[src/rtl/calc1_port_responder.sv]
// calc1_port_responder: calc1 request/response device port (add, sub, shl, shr) with configurable exec latency.
// Define CALC1_DROP_CNT_EN to add the saturating drop_cnt output.
module calc1_port_responder #(
  parameter int EXEC_LAT = 2
) (
  input  logic        c_clk,
  input  logic        reset,
  input  logic [0:3]  req_cmd_in,
  input  logic [0:31] req_data_in,
  output logic [0:1]  out_resp,
  output logic [0:31] out_data,
  output logic        busy
`ifdef CALC1_DROP_CNT_EN
  ,
  output logic [0:7]  drop_cnt
`endif
);
  typedef enum logic [1:0] {IDLE, OP2, EXEC, RESP} state_t;
  state_t state, state_n;
  logic [0:3] cmd;
  logic [0:31] op1, op2, res_data, data_n;
  logic [0:1] res_resp, resp_n;
  logic [3:0] cnt;
  logic [32:0] sum;
  logic busy_n, accept;
  assign sum = {1'b0, op1} + {1'b0, op2};
  assign accept = (state == IDLE || state == RESP) && req_cmd_in != 4'd0;
  // Unknown opcodes and arithmetic faults both fall through to resp 2 / data 0
  always_comb begin
    res_resp = 2'd2;
    res_data = 32'd0;
    case (cmd)
      4'd1: if (!sum[32]) {res_resp, res_data} = {2'd1, sum[31:0]};
      4'd2: if (op2 <= op1) {res_resp, res_data} = {2'd1, op1 - op2};
      4'd5: {res_resp, res_data} = {2'd1, op1 << op2[27:31]};
      4'd6: {res_resp, res_data} = {2'd1, op1 >> op2[27:31]};
      default: ;
    endcase
  end
  always_comb begin
    state_n = state;
    resp_n = 2'd0;
    data_n = 32'd0;
    case (state)
      IDLE: state_n = accept ? OP2 : IDLE;
      OP2: state_n = EXEC;
      EXEC: state_n = cnt == 4'd0 ? RESP : EXEC;
      RESP: begin
        state_n = accept ? OP2 : IDLE;
        resp_n = res_resp;
        data_n = res_data;
      end
      default: state_n = IDLE;
    endcase
    busy_n = state_n == OP2 || state_n == EXEC;
  end
  always_ff @(posedge c_clk) begin
    if (!reset) begin
      state <= IDLE;
      out_resp <= 2'd0;
      out_data <= 32'd0;
      busy <= 1'b0;
      cmd <= 4'd0;
      op1 <= 32'd0;
      op2 <= 32'd0;
      cnt <= 4'd0;
    end else begin
      state <= state_n;
      out_resp <= resp_n;
      out_data <= data_n;
      busy <= busy_n;
      if (accept) begin
        cmd <= req_cmd_in;
        op1 <= req_data_in;
      end
      if (state == OP2) begin
        op2 <= req_data_in;
        cnt <= 4'(EXEC_LAT - 1);
      end else if (state == EXEC && cnt != 4'd0) cnt <= cnt - 4'd1;
    end
  end
`ifdef CALC1_DROP_CNT_EN
  logic drop;
  assign drop = (state == OP2 || state == EXEC) && req_cmd_in != 4'd0;
  always_ff @(posedge c_clk) begin
    if (!reset) drop_cnt <= 8'd0;
    else if (drop && drop_cnt != 8'hFF) drop_cnt <= drop_cnt + 8'd1;
  end
`endif
endmodule

[config.mk]
export PLATFORM = sky130hd
export DESIGN_NAME = calc1_port_responder
export DESIGN_NICKNAME = d
export VERILOG_FILES = /design/src/rtl/calc1_port_responder.sv
export SDC_FILE = /design/constraint.sdc
export NUM_CORES = 1
export LEC_CHECK = 0
export ABC_AREA = 1
export CAP_MARGIN = 20
export CORE_MARGIN = 2
export CORE_UTILIZATION = 40
export CTS_CLUSTER_SIZE = 20
export DETAILED_ROUTE_END_ITERATION = 10
export GPL_ROUTABILITY_DRIVEN = 0
export MAX_ROUTING_LAYER = met4
export REMOVE_ABC_BUFFERS = 1
export SLEW_MARGIN = 5
export SYNTH_ARGS = -nofsm -noshare
export SYNTH_HDL_FRONTEND = slang
export SYNTH_SLANG_ARGS = --single-unit
export TNS_END_PERCENT = 50
[constraint.sdc]
create_clock -name c_clk -period 3 [get_ports c_clk]
set_input_delay 0.3 -clock c_clk [delete_from_list [all_inputs] [get_ports c_clk]]
set_output_delay 0.3 -clock c_clk [all_outputs]
set_load 0.05 [all_outputs]
# Word-level counts from Yosys, hierarchy flattened

Cells that the tools add are included.

Add/subtract/negate cells: 3
Multipliers: 0
Div/mod/pow operators: 0
$lt $le $gt $ge: 1
Eq/ne operators: 9
Shifts and indexed selects: 2
Multiplexer cells: 11
Bitwise logic cells: 1
Reduce and logical (&&, ||, !) cells: 13

Operators by type and width:

| kind                | number |
|---|---|
| $pmux 32 s4         | 1 |
| $mux 32             | 2 |
| $add 32x32->33      | 1 |
| $le 32x32->1        | 1 |
| $shl 32x5->32       | 1 |
| $shr 32x5->32       | 1 |
| $sub 32x32->32      | 1 |
| $pmux 2 s3          | 2 |
| $eq 4x3->1 const B  | 2 |
| $reduce_bool 4->1   | 2 |
| $eq 2x2->1 const B  | 3 |
| $reduce_or 2->1     | 3 |
| $eq 2x1->1 const B  | 2 |
| $eq 4x1->1 const B  | 1 |
| $eq 4x2->1 const B  | 1 |
| $logic_not 4->1     | 1 |
| $mux 1              | 4 |
| $mux 2              | 2 |
| $sub 4x1->4 const B | 1 |
| $logic_and 1x1->1   | 2 |
| $logic_not 2->1     | 1 |
| $logic_or 1x1->1    | 2 |
| $reduce_and 2->1    | 1 |
| $reduce_bool 2->1   | 1 |
| $not 1->1           | 1 |

Register bits after elaboration: 109
Latch bits: 0
Bits in writable memories: 0
ROM bits: 0
Output and inout bits: 35
Logic and storage cells: 49
Memories kept: 0

# Depth between registers and ports, before layout

Depth in word-level cells: 7
Depth in mapped cells: 20
Gate-level depth less buffers: 17

# Worst setup path before layout

OpenSTA, ideal clock, no wires.

Path kind: register -> register
Start: reg op2[28] (netlist bit)
End: reg out_data[21] (netlist bit)
Library setup time: 0.109 ns
Data arrival time: 2.400 ns
Required time: 2.891 ns
Setup slack: 0.491 ns
Cell stages (with the launch flop): 20
Buffers on the path: 3
Period minus slack after synthesis: 2.509 ns
Cells stage by stage: dfxtp_1 > inv_1 > clkbuf_1 > clkbuf_1 > ha_1 > nand2_1 > nand2_1 > o21ai_2 > nand2_2 > nand2_2 > nand3_2 > nand2_2 > nand2_4 > nand2_4 > inv_4 > buf_12 > nand2_2 > nand3_1 > nand2_1 > inv_1

Cells in the longest elaborated chain, start to end: 3
Elaborated cells on any way between the ends: 8
Classes of those cells: add/sub: 2; order compare: 1; shift: 2; mux: 3

RTL lines:

| item                                         | RTL line | source |
|---|---|---|
| start, declared                              | 21       | `logic [0:31] op1, op2, res_data, data_n;` |
| start signal, assigned                       | 77       | `op2 <= req_data_in;` |
| $sub 32x32->32, or another cell as far along | 34       | `4'd2: if (op2 <= op1) {res_resp, res_data} = {2'd1, op1 - op2};` |
| $mux 32 (on tied branches)                   | 34, 33   |  |
| $pmux 32 s4 *                                | 32       | `case (cmd)` |
| end signal, assigned                         | 70       | `out_data <= data_n;` |
| end, declared                                | 11       | `output logic [0:31] out_data,` |

Every way passes the cells marked *; elsewhere a longest branch is shown, timed or not.
A chain may end at the register's enable or synchronous reset.

# Worst setup path in the final report

Start: reg op2[31] (netlist bit)
End: reg out_data[8] (netlist bit)

The elaborated chain is that of the path after synthesis.

==> results.yml <==
setup_path:
  cp-endpoint: "out_data[8]"
  cp-start-kind: "register"
  crit_path_end_kind: "register"
  crit_top_cell: "nand2_2"
  worstPathArrival_ns: 2.98
  crit_start: "op2[31]"
  crit_fanout: 23
  r2r_setup_slack_ns: 0.27
  worstReg2RegStart: "op2[31]"
  reg2reg_depth: 18
  r2r-end: "out_data[8]"
  path_cells: "ha_1 -> inv_1 -> fa_1 -> inv_1 -> nand2_1 -> nand2_2 -> nand2_1 -> nand2_2 -> nand2_2 -> nand2_2 -> nand2_2 -> nand2_2 -> nor2_4 -> buf_4 -> nand2_1 -> nand2_1 -> nor2_1 -> nor2_1"
  worstPathRequired_ns: 3.25
  worst_path_largest_cell_delay_ns: 0.50
  slowest_stage: "dfxtp_1"
  crit_type: "register to register"
floorplan:
  start_util_pct: 40.71
  num_io_pins: 73
  fp.coreArea_mm2: 0.03059
  die_h_um: 180.4
  rows: 64
  die_area_mm2: 0.03256
  die_w_um: 180.4
global_routing:
  grt_pass1_wl_um: 75020
  grt_max_degree: 84
  grt_usage_pct: 30.12
  grt_pass1_vias: 13740
  overflow: 0
  antenna_found_initial: 0
finish:
  drive_above_1_share_pct: 5.256
  nets: 2444
  antenna_cells: 0
  final_util_pct: 45.25
  final_cells: 2736
  area_growth_pct: 11.15
  layout.cells.most_common: "nand2_1"
  final_cell_mix: "737 x nand2_1, 327 x inv_1, 278 x nand3_1, 266 x nor2_1, 117 x a21oi_1"
timing:
  fmax_ghz: 0.3666
  worstMarginPinSlew_ns: 0.8135
  finalSetupViolCount: 0
  fin_ws_ns: 0.2719
  rsz0062_at_grt: "no"
  finClkSkew_ns: 0.01011
  hold_viol_final: 0
  setup-tns-final_ns: 0
  period_minus_slack_ns: 2.728
  fin_crit_sh_pct: 90.94
  relSlewSlack_pct: 45.76
  report.final.slew_viol_count: 0
  holdWs_ns: 0.4894
synth:
  synth_top_area_cell: "nand2_1"
  yosysTopAreaCellShare_pct: 22.25
  syn_area_per_cell_um2: 5.372
  synth-seq-area-share_pct: 17.52
  yosysUniqueCellTypes: 44
  synth_area_mm2: 0.01245
  synth-edff-count: 0
  synth.area.top_cells: "nand2_1 22%, dfxtp_1 18%, nand3_1 11%"
  synthFlopType: "dfxtp_1"
  ys_ff_latch: 109
  ys.warnings.count: 0
  synthArstFlopShare_pct: 0
  netlist_instances: 2318
drt:
  dr.pass1.iters: 8
  drt_wl_total_um: 48390
  vias: 14830
  drt_iter0_drc: 1873
  ant_nets: 0
  wl_per_cell_um: 17.68
  routed_via_density: 5.420
  remaining_drc_errors: 0
cts:
  hold_buffers: 0
  clockBufferDepth: 2
  clock-sinks: 109
  path_clk_slew_ns: 0.08
  htree_levels: 3
  cts_post_setup_buffers_inserted: 0
  cts_buffers: 9
  cts_root_buffer: "clkbuf_16"
  worstSkewPairLatency_ns: 0.38
  cts_resized: 0
  cts_tree: "built"
power_and_ir_drop:
  p_leak_uw: 0.007466
  p_int_uw: 6516
  p_switching_uw: 10610
  pwr_density_cell_mw_per_mm2: 1237
  power_frac_clock_pct: 7.3
  ir_drop_mv: 0.4581
  sequentialPowerShare_pct: 13.7
  pwr-share-comb_pct: 78.9
  switching_share_pct: 61.94
flow_run:
  drv_cap: 0
place:
  io_buffers: 72
  placed_cells: 2719
  pre_cts_slack_ns: 0.3321
  dpl.hpwl_um: 38020
min_path:
  hold_depth: 2
  worstHoldPathType: "register to register"
outcome:
  status: "completed"
[cell type report]
type / instances / area, um^2
Clock buffer: 10 / 239.0
Clock inverter: 6 / 62.56
Fill cell: 3388 / 16750
Inverter: 339 / 1275
Multi-Input combinational cell: 1763 / 8502
Sequential cell: 109 / 2186
Tap cell: 396 / 495.5
Timing Repair Buffer: 113 / 1081
[kinds of logic after synthesis]
group / Yosys count / synth area share [%]
and+or+nand+nor: 1389 / 47.09
buffers and inverters: 446 / 14.26
AOI/OAI and AO/OA: 282 / 12.39
DFF: 109 / 17.52
adders and majority gates: 71 / 7.255
xor gates and xnor gates: 20 / 1.407
muxes: 1 / 0.08039
[how the worst min path moves through the flow]
| stage | startpoint | to | slack, ns |
|---|---|---|---|
| 2_1_floorplan | reset | cmd[2] | 0.44 |
| 3_3_place_gp | op2[10] | op2[10] | 0.47 |
| 3_5_place_dp | cmd[3] | cmd[3] | 0.48 |
| 4_1_cts | cmd[3] | cmd[3] | 0.49 |
| 5_1_grt | cnt[0] | cnt[0] | 0.52 |
| 6_report | op2[9] | op2[9] | 0.49 |
[stage by stage]
| stage | total power, uW | cell area, um^2 |
|---|---|---|
| after CTS | 16730 | 13810 |
| after floorplan | 11330 | 11950 |
| final | 17120 | 13840 |
| after detailed placement | 15410 | 13510 |
| after global placement | 15330 | 13510 |
| after global routing | 18730 | 13840 |
[state kept, by name, indices dropped and copies added (netlist names)]
name      flops
cmd           4
cnt           4
out_data     32
out_resp      2
op1          32
op2          32
state         2
busy          1
[worst max-delay path, delay by kind of cell, from the launching register on]
kind | cells | cell delay [ns]
flip-flops | 1 | 0.50
adder cells (fa/ha/maj) | 2 | 0.65
buffers and inverters | 3 | 0.40
AND/OR/NAND/NOR | 13 | 1.03
[synthesized netlist by cell type (15+ instances only)]
library cell,instances
inv_1,330
ha_1,69
nor3_1,15
nand3_1,278
o21ai_0,113
nand2_1,738
buf_1,21
a21oi_1,117
nor2_1,268
clkbuf_1,42
buf_2,36
o211ai_1,24
nand4_1,24
dfxtp_1,109
nand2_2,23
xor2_1,19
[layer usage]
metal | global-route usage (%) | up-vias | part of all wire (%)
met3 | 4.022 | 128 | 7.5
met5 | - | - | 0
li1 | - | 7317 | -
met1 | 38.55 | 6786 | 43
met4 | 14.06 | 0 | 4.8
met2 | 47.02 | 599 | 45
[power by group through the flow]
stage	clock (uW)	combinational, uW	sequential [uW]
global route	1330	15000	2400
finish	1260	13500	2350
CTS	1280	13100	2330
floorplan	0	8850	2480
global placement	0	13000	2350
detailed placement	0	13000	2360
(Power assumes the default switching activity.)
